===== config.mk =====
export PLATFORM = sky130hd
export DESIGN_NAME = uart_tx_fifo
export DESIGN_NICKNAME = d
export VERILOG_FILES = /design/src/rtl/uart_pkg.sv /design/src/rtl/uart_sync_fifo.sv /design/src/rtl/uart_tx_fifo.sv
export SDC_FILE = /design/constraint.sdc
export NUM_CORES = 1
export LEC_CHECK = 0
export CAP_MARGIN = 10
export CORE_ASPECT_RATIO = 0.75
export CORE_MARGIN = 4
export CORE_UTILIZATION = 55
export CTS_CLUSTER_SIZE = 12
export DETAILED_ROUTE_END_ITERATION = 8
export HOLD_SLACK_MARGIN = 0.1
export PLACE_DENSITY_LB_ADDON = 0.1
export SYNTH_ARGS = -nofsm -noshare
export SYNTH_HDL_FRONTEND = slang
export SYNTH_SLANG_ARGS = --single-unit

===== constraint.sdc =====
create_clock -name clock -period 3.15 [get_ports clock]
set_input_delay 0.4725 -clock clock [delete_from_list [all_inputs] [get_ports clock]]
set_output_delay 0.4725 -clock clock [all_outputs]
set_load 0.005 [all_outputs]

===== src/rtl/uart_pkg.sv =====
// Shared UART types and helpers for the TX (and later RX) datapaths.
package uart_pkg;

  typedef enum logic [1:0] {
    PARITY_NONE,
    PARITY_EVEN,
    PARITY_ODD
  } parity_e;

  typedef enum logic [2:0] {
    ST_IDLE,
    ST_START,
    ST_DATA,
    ST_PARITY,
    ST_STOP
  } tx_state_e;

  // Clocks per bit, rounded to nearest.
  function automatic int unsigned uart_div(input int unsigned clk_hz, input int unsigned baud);
    return (clk_hz + baud / 2) / baud;
  endfunction

endpackage


===== src/rtl/uart_sync_fifo.sv =====
// Single-clock FIFO with wrap-bit pointers, registered status flags and show-ahead read data.
module uart_sync_fifo #(
  parameter int unsigned WIDTH = 8,
  parameter int unsigned DEPTH = 16
) (
  input  logic                     clock,
  input  logic                     rst,
  input  logic [WIDTH-1:0]         wr_data,
  input  logic                     wr_en,
  input  logic                     rd_en,
  output logic [WIDTH-1:0]         rd_data,
  output logic                     full,
  output logic                     empty,
  output logic [$clog2(DEPTH):0]   count
);

  localparam int unsigned AW = $clog2(DEPTH);
  localparam logic [AW:0] FULL_CNT = (AW + 1)'(DEPTH);

  if (DEPTH < 2 || (DEPTH & (DEPTH - 1)) != 0) begin : g_bad_depth
    $error("uart_sync_fifo: DEPTH must be a power of two >= 2");
  end

  logic [WIDTH-1:0] mem_q [DEPTH];
  logic [AW:0]      wr_ptr_q, wr_ptr_d;
  logic [AW:0]      rd_ptr_q, rd_ptr_d;
  logic [AW:0]      count_q, count_d;
  logic             full_q, full_d;
  logic             empty_q, empty_d;
  logic             push, pop;

  always_comb begin
    push     = wr_en && !full_q;
    pop      = rd_en && !empty_q;
    wr_ptr_d = wr_ptr_q;
    rd_ptr_d = rd_ptr_q;
    if (push) wr_ptr_d = wr_ptr_q + 1'b1;
    if (pop)  rd_ptr_d = rd_ptr_q + 1'b1;
    count_d = wr_ptr_d - rd_ptr_d;
    full_d  = (count_d == FULL_CNT);
    empty_d = (wr_ptr_d == rd_ptr_d);
  end

  always_ff @(posedge clock or negedge rst) begin
    if (!rst) begin
      wr_ptr_q <= '0;
      rd_ptr_q <= '0;
      count_q  <= '0;
      full_q   <= 1'b0;
      empty_q  <= 1'b1;
    end else begin
      wr_ptr_q <= wr_ptr_d;
      rd_ptr_q <= rd_ptr_d;
      count_q  <= count_d;
      full_q   <= full_d;
      empty_q  <= empty_d;
    end
  end

  always_ff @(posedge clock) begin
    if (push) mem_q[wr_ptr_q[AW-1:0]] <= wr_data;
  end

  assign rd_data = mem_q[rd_ptr_q[AW-1:0]];
  assign full    = full_q;
  assign empty   = empty_q;
  assign count   = count_q;

endmodule


===== src/rtl/uart_tx_fifo.sv =====
// UART transmitter fed from an internal FIFO; frames are sent back-to-back while data is queued.
module uart_tx_fifo
  import uart_pkg::*;
#(
  parameter int unsigned CLK_HZ     = 100_000_000,
  parameter int unsigned BAUD       = 115_200,
  parameter int unsigned DATA_BITS  = 8,
  parameter parity_e     PARITY     = PARITY_NONE,
  parameter int unsigned STOP_BITS  = 1,
  parameter int unsigned FIFO_DEPTH = 16
) (
  input  logic                          clock,
  input  logic                          rst,
  input  logic [DATA_BITS-1:0]          wr_data,
  input  logic                          wr_valid,
  output logic                          wr_ready,
  input  logic                          tx_enable,
  output logic                          tx,
  output logic                          busy,
  output logic [$clog2(FIFO_DEPTH):0]   fifo_count
);

  localparam int unsigned DIV = uart_div(CLK_HZ, BAUD);
  localparam int unsigned CW  = (DIV > 2) ? $clog2(DIV) : 1;
  localparam logic [CW-1:0] DIV_LAST  = CW'(DIV - 1);
  localparam logic [3:0]    DATA_LAST = 4'(DATA_BITS - 1);
  localparam logic [3:0]    STOP_LAST = 4'(STOP_BITS - 1);

  if (DIV < 2) begin : g_bad_div
    $error("uart_tx_fifo: DIV must be >= 2");
  end
  if (DATA_BITS < 5 || DATA_BITS > 9) begin : g_bad_data
    $error("uart_tx_fifo: DATA_BITS must be 5..9");
  end
  if (STOP_BITS < 1 || STOP_BITS > 2) begin : g_bad_stop
    $error("uart_tx_fifo: STOP_BITS must be 1 or 2");
  end

  logic [DATA_BITS-1:0] fifo_rd_data;
  logic                 fifo_full, fifo_empty, pop;

  uart_sync_fifo #(
    .WIDTH (DATA_BITS),
    .DEPTH (FIFO_DEPTH)
  ) u_fifo (
    .clock   (clock),
    .rst     (rst),
    .wr_data (wr_data),
    .wr_en   (wr_valid),
    .rd_en   (pop),
    .rd_data (fifo_rd_data),
    .full    (fifo_full),
    .empty   (fifo_empty),
    .count   (fifo_count)
  );

  assign wr_ready = !fifo_full;

  tx_state_e            state_q, state_d;
  logic [CW-1:0]        baud_q, baud_d;
  logic [3:0]           bit_q, bit_d;
  logic [DATA_BITS-1:0] shift_q, shift_d;
  logic                 par_q, par_d;
  logic                 tx_q, tx_d;
  logic                 busy_q, busy_d;
  logic                 avail_q, avail_d;
  logic                 bit_end;

  always_comb begin
    state_d = state_q;
    baud_d  = baud_q;
    bit_d   = bit_q;
    shift_d = shift_q;
    par_d   = par_q;
    pop     = 1'b0;
    avail_d = !fifo_empty;
    bit_end = (baud_q == DIV_LAST);
    if (state_q != ST_IDLE) baud_d = bit_end ? '0 : baud_q + 1'b1;

    case (state_q)
      // Idle start uses the registered non-empty flag, so a fresh word waits one extra clock.
      ST_IDLE: begin
        baud_d = '0;
        if (avail_q && !fifo_empty && tx_enable) pop = 1'b1;
      end
      ST_START: begin
        if (bit_end) state_d = ST_DATA;
      end
      ST_DATA: begin
        if (bit_end) begin
          shift_d = shift_q >> 1;
          if (bit_q == DATA_LAST) begin
            bit_d   = '0;
            state_d = (PARITY != PARITY_NONE) ? ST_PARITY : ST_STOP;
          end else begin
            bit_d = bit_q + 1'b1;
          end
        end
      end
      ST_PARITY: begin
        if (bit_end) state_d = ST_STOP;
      end
      ST_STOP: begin
        if (bit_end) begin
          if (bit_q == STOP_LAST) begin
            if (!fifo_empty && tx_enable) pop = 1'b1;
            else                          state_d = ST_IDLE;
          end else begin
            bit_d = bit_q + 1'b1;
          end
        end
      end
      default: state_d = ST_IDLE;
    endcase

    if (pop) begin
      state_d = ST_START;
      shift_d = fifo_rd_data;
      par_d   = (^fifo_rd_data) ^ (PARITY == PARITY_ODD);
      bit_d   = '0;
      baud_d  = '0;
    end

    // Line level follows the next state so tx changes exactly on the state edge.
    case (state_d)
      ST_START:  tx_d = 1'b0;
      ST_DATA:   tx_d = shift_d[0];
      ST_PARITY: tx_d = par_d;
      default:   tx_d = 1'b1;
    endcase
    busy_d = (state_d != ST_IDLE);
  end

  always_ff @(posedge clock or negedge rst) begin
    if (!rst) begin
      state_q <= ST_IDLE;
      baud_q  <= '0;
      bit_q   <= '0;
      shift_q <= '0;
      par_q   <= 1'b0;
      tx_q    <= 1'b1;
      busy_q  <= 1'b0;
      avail_q <= 1'b0;
    end else begin
      state_q <= state_d;
      baud_q  <= baud_d;
      bit_q   <= bit_d;
      shift_q <= shift_d;
      par_q   <= par_d;
      tx_q    <= tx_d;
      busy_q  <= busy_d;
      avail_q <= avail_d;
    end
  end

  assign tx   = tx_q;
  assign busy = busy_q;

endmodule

==> impl_metrics.tcl, run 1 <==
set metrics [dict create \
    worst_hold_check_path_type "in -> async" \
    die_area_um2 15200 \
    largest_clock_skew_in_the_final_design_ns 0.00937 \
    vdd_drop_max_mv 0.609 \
    gp_routability_congestion 0.788 \
    global_route_total_usage_across_every_layer 0.207 \
    number_of_nets_at_the_end_of_the_flow 524 \
    number_of_instances_in_the_synthesized_netlist 452 \
    synthesis.area_per_instance_um2 16.2 \
    route.detailed.drc 0 \
    area.growth.synth_to_final_pct 18.3 \
    first_global_vias 4112 \
    n_antenna_cell 0 \
    final_period_minus_worst_setup_slack_ns 3.22 \
    clk_path_buf_depth 2 \
    cts_tree "built" \
    failed_checks "setup timing" \
    pin_count 20 \
    fillers 891 \
    htree_num_levels 4 \
    final-seq-area_um2 5000 \
    slew_headroom 0.488 \
    clkSinkCount 174 \
    area_occupied_by_multi_input_gates_um2 2270 \
    grt_max_degree 35 \
    cp.arrival_ns 3.52 \
    power_density_nw_per_um2 973 \
    yosys_register_bits 174 \
    setup_violations 2 \
    design.core.area_um2 13000 \
    final_cell_count_no_fill 684 \
    clk-insertion-delay-late_ns 0.42 \
    initial_core_util 0.561 \
    final-hold-violation-count 0 \
    design_power_total_mw 8.42 \
    netlist-cell-type-count 48 \
    fin_tns_setup_ns -0.130 \
    synth-async-reset-ratio 0.264 \
    critical_path.startpoint_type "register" \
    first_iter_violations 260 \
    synth_enable_flop_cells 128 \
    power.static_leakage_nw 3.13 \
    via_per_inst 5.72 \
    chipWidth_um 141 \
    worst_setup_hold_path_clk_slew_ns 0.07 \
    grt_first_pass_wirelength_mm 23.2 \
    place.detailed.hpwl_mm 9.20 \
    drive_gt1_frac 0.248 \
    cts_inserted_buffers 17 \
    final_min_period_over_clock_period 1.02 \
    kind_of_end_point_of_the_critical_path "register" \
    grt_setup_unrepaired "yes" \
    setup_ws_ns -0.0686 \
    yosys_most_used_dff "sky130_fd_sc_hd__edfxtp_1" \
    postRouteWirelength_mm 14.3 \
    critical_path_peak_fanout 3 \
    ys_warn_count 0 \
    critical_path_rt_ns 3.45 \
    port_buffers 19 \
    routed_length_per_instance_um 20.9 \
    fp.dieH_um 108 \
    vias 3915 \
    total_of_max_cap_violations 0 \
    first_pass_iteration_count_of_the_detailed_router 4 \
    cts_root_buffer "sky130_fd_sc_hd__clkbuf_16" \
    ant_nets 0 \
    synthesis.nets 476 \
    cts_hold_buffers 0 \
    globalRouteOverflowTotal 0 \
    yosysSeqAreaShare 0.684 \
    maxSlewViolCount 0 \
    worst_slew_pin_slew_ns 0.769 \
    placementRows 36 \
    place.detailed.instances 643 \
    criticalPathCategory "reg -> reg" \
    antenna_found_initial 0 \
    status "complete, but fails checks" \
    max_freq_ghz 0.311 \
    post_synth_instance_area_um2 7310 \
]
## what timing repair did
| action | 4_1_cts | 5_1_grt |
|---|---|---|
| resized for setup | 11 | 12 |
| endpoints found under the setup margin | 2 | 4 |
| pin swaps | 6 | 12 |
| buffers inserted | 3 | 5 |
## layout make-up
class / instances / area share
flip-flops and latches: 174 / 0.578
multi-input cells: 239 / 0.263
repair buffers: 49 / 0.0501
clock buffers: 17 / 0.0492
clock inverters: 15 / 0.0268
well taps: 171 / 0.0247
inverters: 19 / 0.00825
## synthesized netlist by cell type (9+ instances only)
| cell | instances | area [µm²] |
|---|---|---|
| sky130_fd_sc_hd__and2_1 | 16 | 100 |
| sky130_fd_sc_hd__nor2_1 | 27 | 101 |
| sky130_fd_sc_hd__dfrtp_1 | 44 | 1100 |
| sky130_fd_sc_hd__a21oi_1 | 9 | 45.0 |
| sky130_fd_sc_hd__ha_1 | 11 | 138 |
| sky130_fd_sc_hd__mux4_2 | 32 | 721 |
| sky130_fd_sc_hd__xnor2_1 | 21 | 184 |
| sky130_fd_sc_hd__edfxtp_1 | 128 | 3840 |
| sky130_fd_sc_hd__inv_1 | 19 | 71.3 |
| sky130_fd_sc_hd__clkbuf_1 | 11 | 41.3 |
| sky130_fd_sc_hd__a22oi_1 | 16 | 120 |
| sky130_fd_sc_hd__nand2_1 | 25 | 93.8 |
| sky130_fd_sc_hd__o21ai_0 | 10 | 50.1 |
## final timing paths
kind                                       to  cells after the start  slack, ns          startpoint
min in group clock         u_fifo.rd_ptr_q[4]                      1       0.48  u_fifo.rd_ptr_q[4]
hold reg to reg            u_fifo.rd_ptr_q[4]                      1       0.48  u_fifo.rd_ptr_q[4]
setup reg to reg              u_fifo.count[4]                     15      -0.07            bit_q[1]
max in group asynchronous        u_fifo.empty                      2       2.27                 rst
setup / recovery              u_fifo.count[4]                     15      -0.07            bit_q[1]
hold / removal                       bit_q[2]                      1       0.12                 rst
## routing by layer
layer / wire length, µm / global-route usage / up-vias / part of all wire
met5: 0 / 0 / - / 0
met4: 110 / 0.0615 / 0 / 0.0077
met3: 810 / 0.0484 / 10 / 0.057
met2: 6360 / 0.292 / 92 / 0.44
met1: 7020 / 0.322 / 2012 / 0.49
li1: - / - / 1801 / -
## critical path: stages, from the launching register on
cell and delay, ns:
sky130_fd_sc_hd__dfrtp_1 0.39, sky130_fd_sc_hd__inv_2 0.08, sky130_fd_sc_hd__ha_4 0.12, sky130_fd_sc_hd__or3b_4 0.40, sky130_fd_sc_hd__nor4_4 0.32, sky130_fd_sc_hd__a31oi_4 0.14, sky130_fd_sc_hd__nor2_4 0.13, sky130_fd_sc_hd__xor2_2 0.17
sky130_fd_sc_hd__ha_2 0.19, sky130_fd_sc_hd__inv_2 0.04, sky130_fd_sc_hd__fa_2 0.43, sky130_fd_sc_hd__nor2_4 0.13, sky130_fd_sc_hd__o31ai_4 0.08, sky130_fd_sc_hd__a21oi_2 0.16, sky130_fd_sc_hd__xor2_1 0.24, sky130_fd_sc_hd__inv_1 0.07
## through the flow
step           instance area (µm²)  hold slack (ns)  setup slack, ns   util
6_report                      8650            0.122          -0.0686  0.664
5_1_grt                       8650            0.178           -0.222  0.664
4_1_cts                       8560            0.150           0.0184  0.658
3_5_place_dp                  7820            0.463          -0.0805  0.600
3_3_place_gp                  7820            0.466           0.0139  0.600
2_1_floorplan                 7320            0.177          -0.0162      -
## flip-flops by register name (all words and copies together) (netlist names)
| signal | cells |
|---|---|
| busy | 1 |
| u_fifo.count | 5 |
| avail_q | 1 |
| bit_q | 4 |
| u_fifo.full | 1 |
| baud_q | 10 |
| u_fifo.mem_q | 128 |
| u_fifo.wr_ptr_q | 5 |
| state_q | 3 |
| u_fifo.empty | 1 |
| tx | 1 |
| par_q | 1 |
| shift_q | 8 |
| u_fifo.rd_ptr_q | 5 |
## logic make-up after synthesis
logic type	after synthesis	synth area share
compound gates	43	0.0385
xor+xnor	29	0.0366
fa+ha+maj	13	0.0229
buf+inv	39	0.0212
flops	174	0.684
mux	41	0.111
simple gates	113	0.0858
## layout by cell type, fill, tap and decap left out, types with 2 or more instances in the layout
master / netlist / layout
sky130_fd_sc_hd__edfxtp_1: 128 / 128
sky130_fd_sc_hd__dfrtp_1: 44 / 43
sky130_fd_sc_hd__mux4_2: 32 / 32
sky130_fd_sc_hd__buf_4: 0 / 27
sky130_fd_sc_hd__nor2_1: 27 / 25
sky130_fd_sc_hd__nand2_1: 25 / 24
sky130_fd_sc_hd__xnor2_1: 21 / 19
sky130_fd_sc_hd__clkdlybuf4s50_1: 0 / 18
sky130_fd_sc_hd__clkbuf_16: 0 / 17
sky130_fd_sc_hd__inv_1: 19 / 16
sky130_fd_sc_hd__and2_1: 16 / 16
sky130_fd_sc_hd__a22oi_1: 16 / 16
sky130_fd_sc_hd__o21ai_0: 10 / 10
sky130_fd_sc_hd__a21oi_1: 9 / 8
sky130_fd_sc_hd__mux2i_1: 8 / 7
sky130_fd_sc_hd__ha_1: 11 / 7
sky130_fd_sc_hd__nand3_1: 6 / 6
sky130_fd_sc_hd__xor2_1: 7 / 6
sky130_fd_sc_hd__nand4_1: 5 / 5
sky130_fd_sc_hd__nor2b_1: 5 / 5
sky130_fd_sc_hd__bufinv_16: 0 / 5
sky130_fd_sc_hd__inv_6: 0 / 5
sky130_fd_sc_hd__or3_1: 4 / 4
sky130_fd_sc_hd__inv_2: 0 / 3
sky130_fd_sc_hd__nand3b_1: 3 / 3
sky130_fd_sc_hd__nor3_1: 3 / 3
sky130_fd_sc_hd__and3_1: 3 / 3
sky130_fd_sc_hd__or3b_4: 1 / 2
sky130_fd_sc_hd__nor2_4: 0 / 2
sky130_fd_sc_hd__nor4_1: 2 / 2
sky130_fd_sc_hd__xnor2_2: 0 / 2
sky130_fd_sc_hd__a31oi_1: 2 / 2
sky130_fd_sc_hd__ha_2: 0 / 2
sky130_fd_sc_hd__ha_4: 0 / 2
sky130_fd_sc_hd__clkinvlp_4: 0 / 2
sky130_fd_sc_hd__clkinv_4: 0 / 2
sky130_fd_sc_hd__buf_2: 7 / 2
sky130_fd_sc_hd__buf_12: 0 / 2
sky130_fd_sc_hd__dfstp_2: 2 / 2
## power by group
group / leakage (nW) / switching, mW / internal [mW] / total [mW]
clock: 0.311 / 0.890 / 1.42 / 2.31
sequential: 1.72 / 0.201 / 2.88 / 3.09
combinational: 1.10 / 1.57 / 1.45 / 3.02
Power figures use the tool's default switching activity.
==> run 2: changes to the inputs <==
--- a/config.mk
+++ b/config.mk
@@ -13,6 +13,7 @@
 export DETAILED_ROUTE_END_ITERATION = 8
 export HOLD_SLACK_MARGIN = 0.1
 export PLACE_DENSITY_LB_ADDON = 0.1
+export SLEW_MARGIN = 5
 export SYNTH_ARGS = -nofsm -noshare
 export SYNTH_HDL_FRONTEND = slang
 export SYNTH_SLANG_ARGS = --single-unit
==> results of run 2 <==
The final DEF is identical to that of run 1; final timing and power are the same.
==> run 3: changes to the inputs <==
==> constraint.sdc (replaced) <==
create_clock -name clock -period 3.15 [get_ports clock]
set_input_delay 0.4725 -clock clock [delete_from_list [all_inputs] [get_ports clock]]
set_output_delay 0.4725 -clock clock [all_outputs]
set_load 0.1 [all_outputs]
==> run 3 against run 2 <==
  * The run still ends with setup timing left
  * Combinational power rose by 17%
  * Clock skew fell by 0.0014 ns
  * Final area barely moved
  * Final cell count rose by 2.0%
  * Clock power fell by 13%
  * Critical path type unchanged
  * Highest routed layer unchanged
==> impl_metrics.tcl, run 3 (same netlist as run 1, synthesis figures left out) <==
set metrics [dict create \
    global_route_total_usage_across_every_layer 0.210 \
    grt_first_pass_wirelength_mm 23.2 \
    final_design_area_no_fill_um2 8650 \
    r2r-start "bit_q[0]" \
    vdd_drop_max_mv 0.873 \
    critical_path_peak_fanout 3 \
    setup_violations 2 \
    ff_to_ff_end "u_fifo.full" \
    first_iter_violations 310 \
    globalRouteOverflowTotal 0 \
    cp.arrival_ns 3.53 \
    worst_hold_check_path_type "reg -> reg" \
    r2r_cells 15 \
    placementRows 36 \
    maxSlewViolCount 0 \
    power.static_leakage_nw 3.16 \
    critical_path.endpoint "u_fifo.full" \
    layout.cells.most_common_list "sky130_fd_sc_hd__edfxtp_1, sky130_fd_sc_hd__buf_4, sky130_fd_sc_hd__dfrtp_1" \
    first_global_vias 4130 \
    port_buffers 19 \
    final.hold.worst_slack_ns 0.474 \
    critical_path.startpoint_type "register" \
    number_of_nets_at_the_end_of_the_flow 538 \
    post-place-ws_ns -0.0909 \
    htree_num_levels 4 \
    clk_path_buf_depth 2 \
    flip_flop_count_of_the_largest_register_after_layout 128 \
    criticalPathCategory "reg -> reg" \
    kind_of_end_point_of_the_critical_path "register" \
    initial_core_util 0.561 \
    place.detailed.hpwl_mm 9.49 \
    area_occupied_by_multi_input_gates_um2 2270 \
    failed_checks "setup timing" \
    worst_setup_hold_path_clk_slew_ns 0.07 \
    drive_gt1_frac 0.281 \
    n_antenna_cell 0 \
    max_freq_ghz 0.310 \
    routed_length_per_instance_um 21.1 \
    setup_ws_ns -0.0744 \
    critical_path_rt_ns 3.46 \
    detailed_place.area_um2 7790 \
    place.detailed.instances 642 \
    route.detailed.drc 0 \
    chipWidth_um 141 \
    ant_nets 0 \
    largest_clock_skew_in_the_final_design_ns 0.00792 \
    postRouteWirelength_mm 14.8 \
    grt_max_degree 35 \
    area.growth.synth_to_final_pct 18.4 \
    die_area_um2 15200 \
    first_pass_iteration_count_of_the_detailed_router 5 \
    clk-insertion-delay-late_ns 0.43 \
    fp.dieH_um 108 \
    final_min_period_over_clock_period 1.02 \
    slew_headroom 0.213 \
    status "complete, but fails checks" \
    cts_inserted_buffers 17 \
    final_period_minus_worst_setup_slack_ns 3.22 \
    cts_root_buffer "sky130_fd_sc_hd__clkbuf_16" \
    design_power_total_mw 8.64 \
    final-hold-violation-count 0 \
    gp_routability_congestion 0.777 \
    mostFrequentLayoutCell "sky130_fd_sc_hd__edfxtp_1" \
    vias 4011 \
    final_cell_count_no_fill 698 \
    cts_tree "built" \
    worst_slew_pin_slew_ns 1.17 \
    worst-r2r-setup-slack_ns -0.07 \
    final-seq-area_um2 5000 \
    fillers 874 \
    power_density_nw_per_um2 999 \
    via_per_inst 5.75 \
    antenna_found_initial 0 \
    design.core.area_um2 13000 \
    pin_count 20 \
    clkSinkCount 174 \
    crit_start "bit_q[0]" \
    grt_setup_unrepaired "yes" \
    total_of_max_cap_violations 0 \
]
[run 3: changes by cell type in the layout (fill, tap and decap cells not counted), sizes merged]
cell,before,now
buf,31,52
bufinv,5,0
clkdlybuf4s50,18,10
clkinvlp,3,1
dlygate4sd3,0,1
inv,24,31
[run 3: power breakdown]
group          switching, mW  total, mW  internal, mW
clock                  0.953       2.01          1.05
combinational           1.96       3.54          1.58
sequential             0.217       3.10          2.88
total                   3.13       8.64          5.51
[run 3: layout make-up]
cell class / instances / area share
repair buffers: 63 / 0.0613
multi-input cells: 239 / 0.263
clock buffers: 17 / 0.0492
clock inverters: 15 / 0.0162
flip-flops and latches: 174 / 0.578
inverters: 19 / 0.00824
well taps: 171 / 0.0247
[run 3: per-layer routing]
metal,track usage,share of wire,routed length (µm)
met5,0,0,0
met4,0.0678,0.014,201
met3,0.0480,0.053,778
met2,0.301,0.45,6580
met1,0.320,0.49,7190
[run 3: stage by stage]
stage | utilization | setup TNS, ns
finish | 0.665 | -0.133
global route | 0.665 | -0.573
CTS | 0.662 | -0.135
detailed placement | 0.598 | -0.124
global placement | 0.598 | 0
floorplan | - | -0.0162
[run 3: worst max-delay path, stage by stage, from the launching register on]
cell and delay, ns:
sky130_fd_sc_hd__dfrtp_1 0.40, sky130_fd_sc_hd__inv_2 0.07, sky130_fd_sc_hd__ha_1 0.13, sky130_fd_sc_hd__or3b_4 0.40, sky130_fd_sc_hd__nor4_4 0.29, sky130_fd_sc_hd__a31oi_4 0.15
sky130_fd_sc_hd__nor2_4 0.14, sky130_fd_sc_hd__xor2_2 0.19, sky130_fd_sc_hd__ha_2 0.20, sky130_fd_sc_hd__inv_2 0.05, sky130_fd_sc_hd__fa_2 0.41, sky130_fd_sc_hd__nor2_2 0.09
sky130_fd_sc_hd__o31ai_1 0.06, sky130_fd_sc_hd__a21oi_1 0.21, sky130_fd_sc_hd__xor2_1 0.25, sky130_fd_sc_hd__nor4_2 0.07
[run 3: timing repair]
item,in CTS,in global routing
pin swaps,9,13
hold buffers,1,0
hold endpoints to repair,18,0
buffers inserted,22,4
endpoints found under the setup margin,2,6
gates resized for setup,12,12
[run 3: worst min-delay path by stage]
stage / from / to / slack, ns / depth (start not counted)
after floorplan: rst / avail_q / 0.18 / 0
after global placement: rst / baud_q[3] / 0.46 / 1
after detailed placement: rst / baud_q[4] / 0.46 / 1
after CTS: u_fifo.rd_ptr_q[4] / u_fifo.rd_ptr_q[4] / 0.48 / 1
after global routing: u_fifo.rd_ptr_q[4] / u_fifo.rd_ptr_q[4] / 0.49 / 1
final: u_fifo.rd_ptr_q[4] / u_fifo.rd_ptr_q[4] / 0.47 / 1
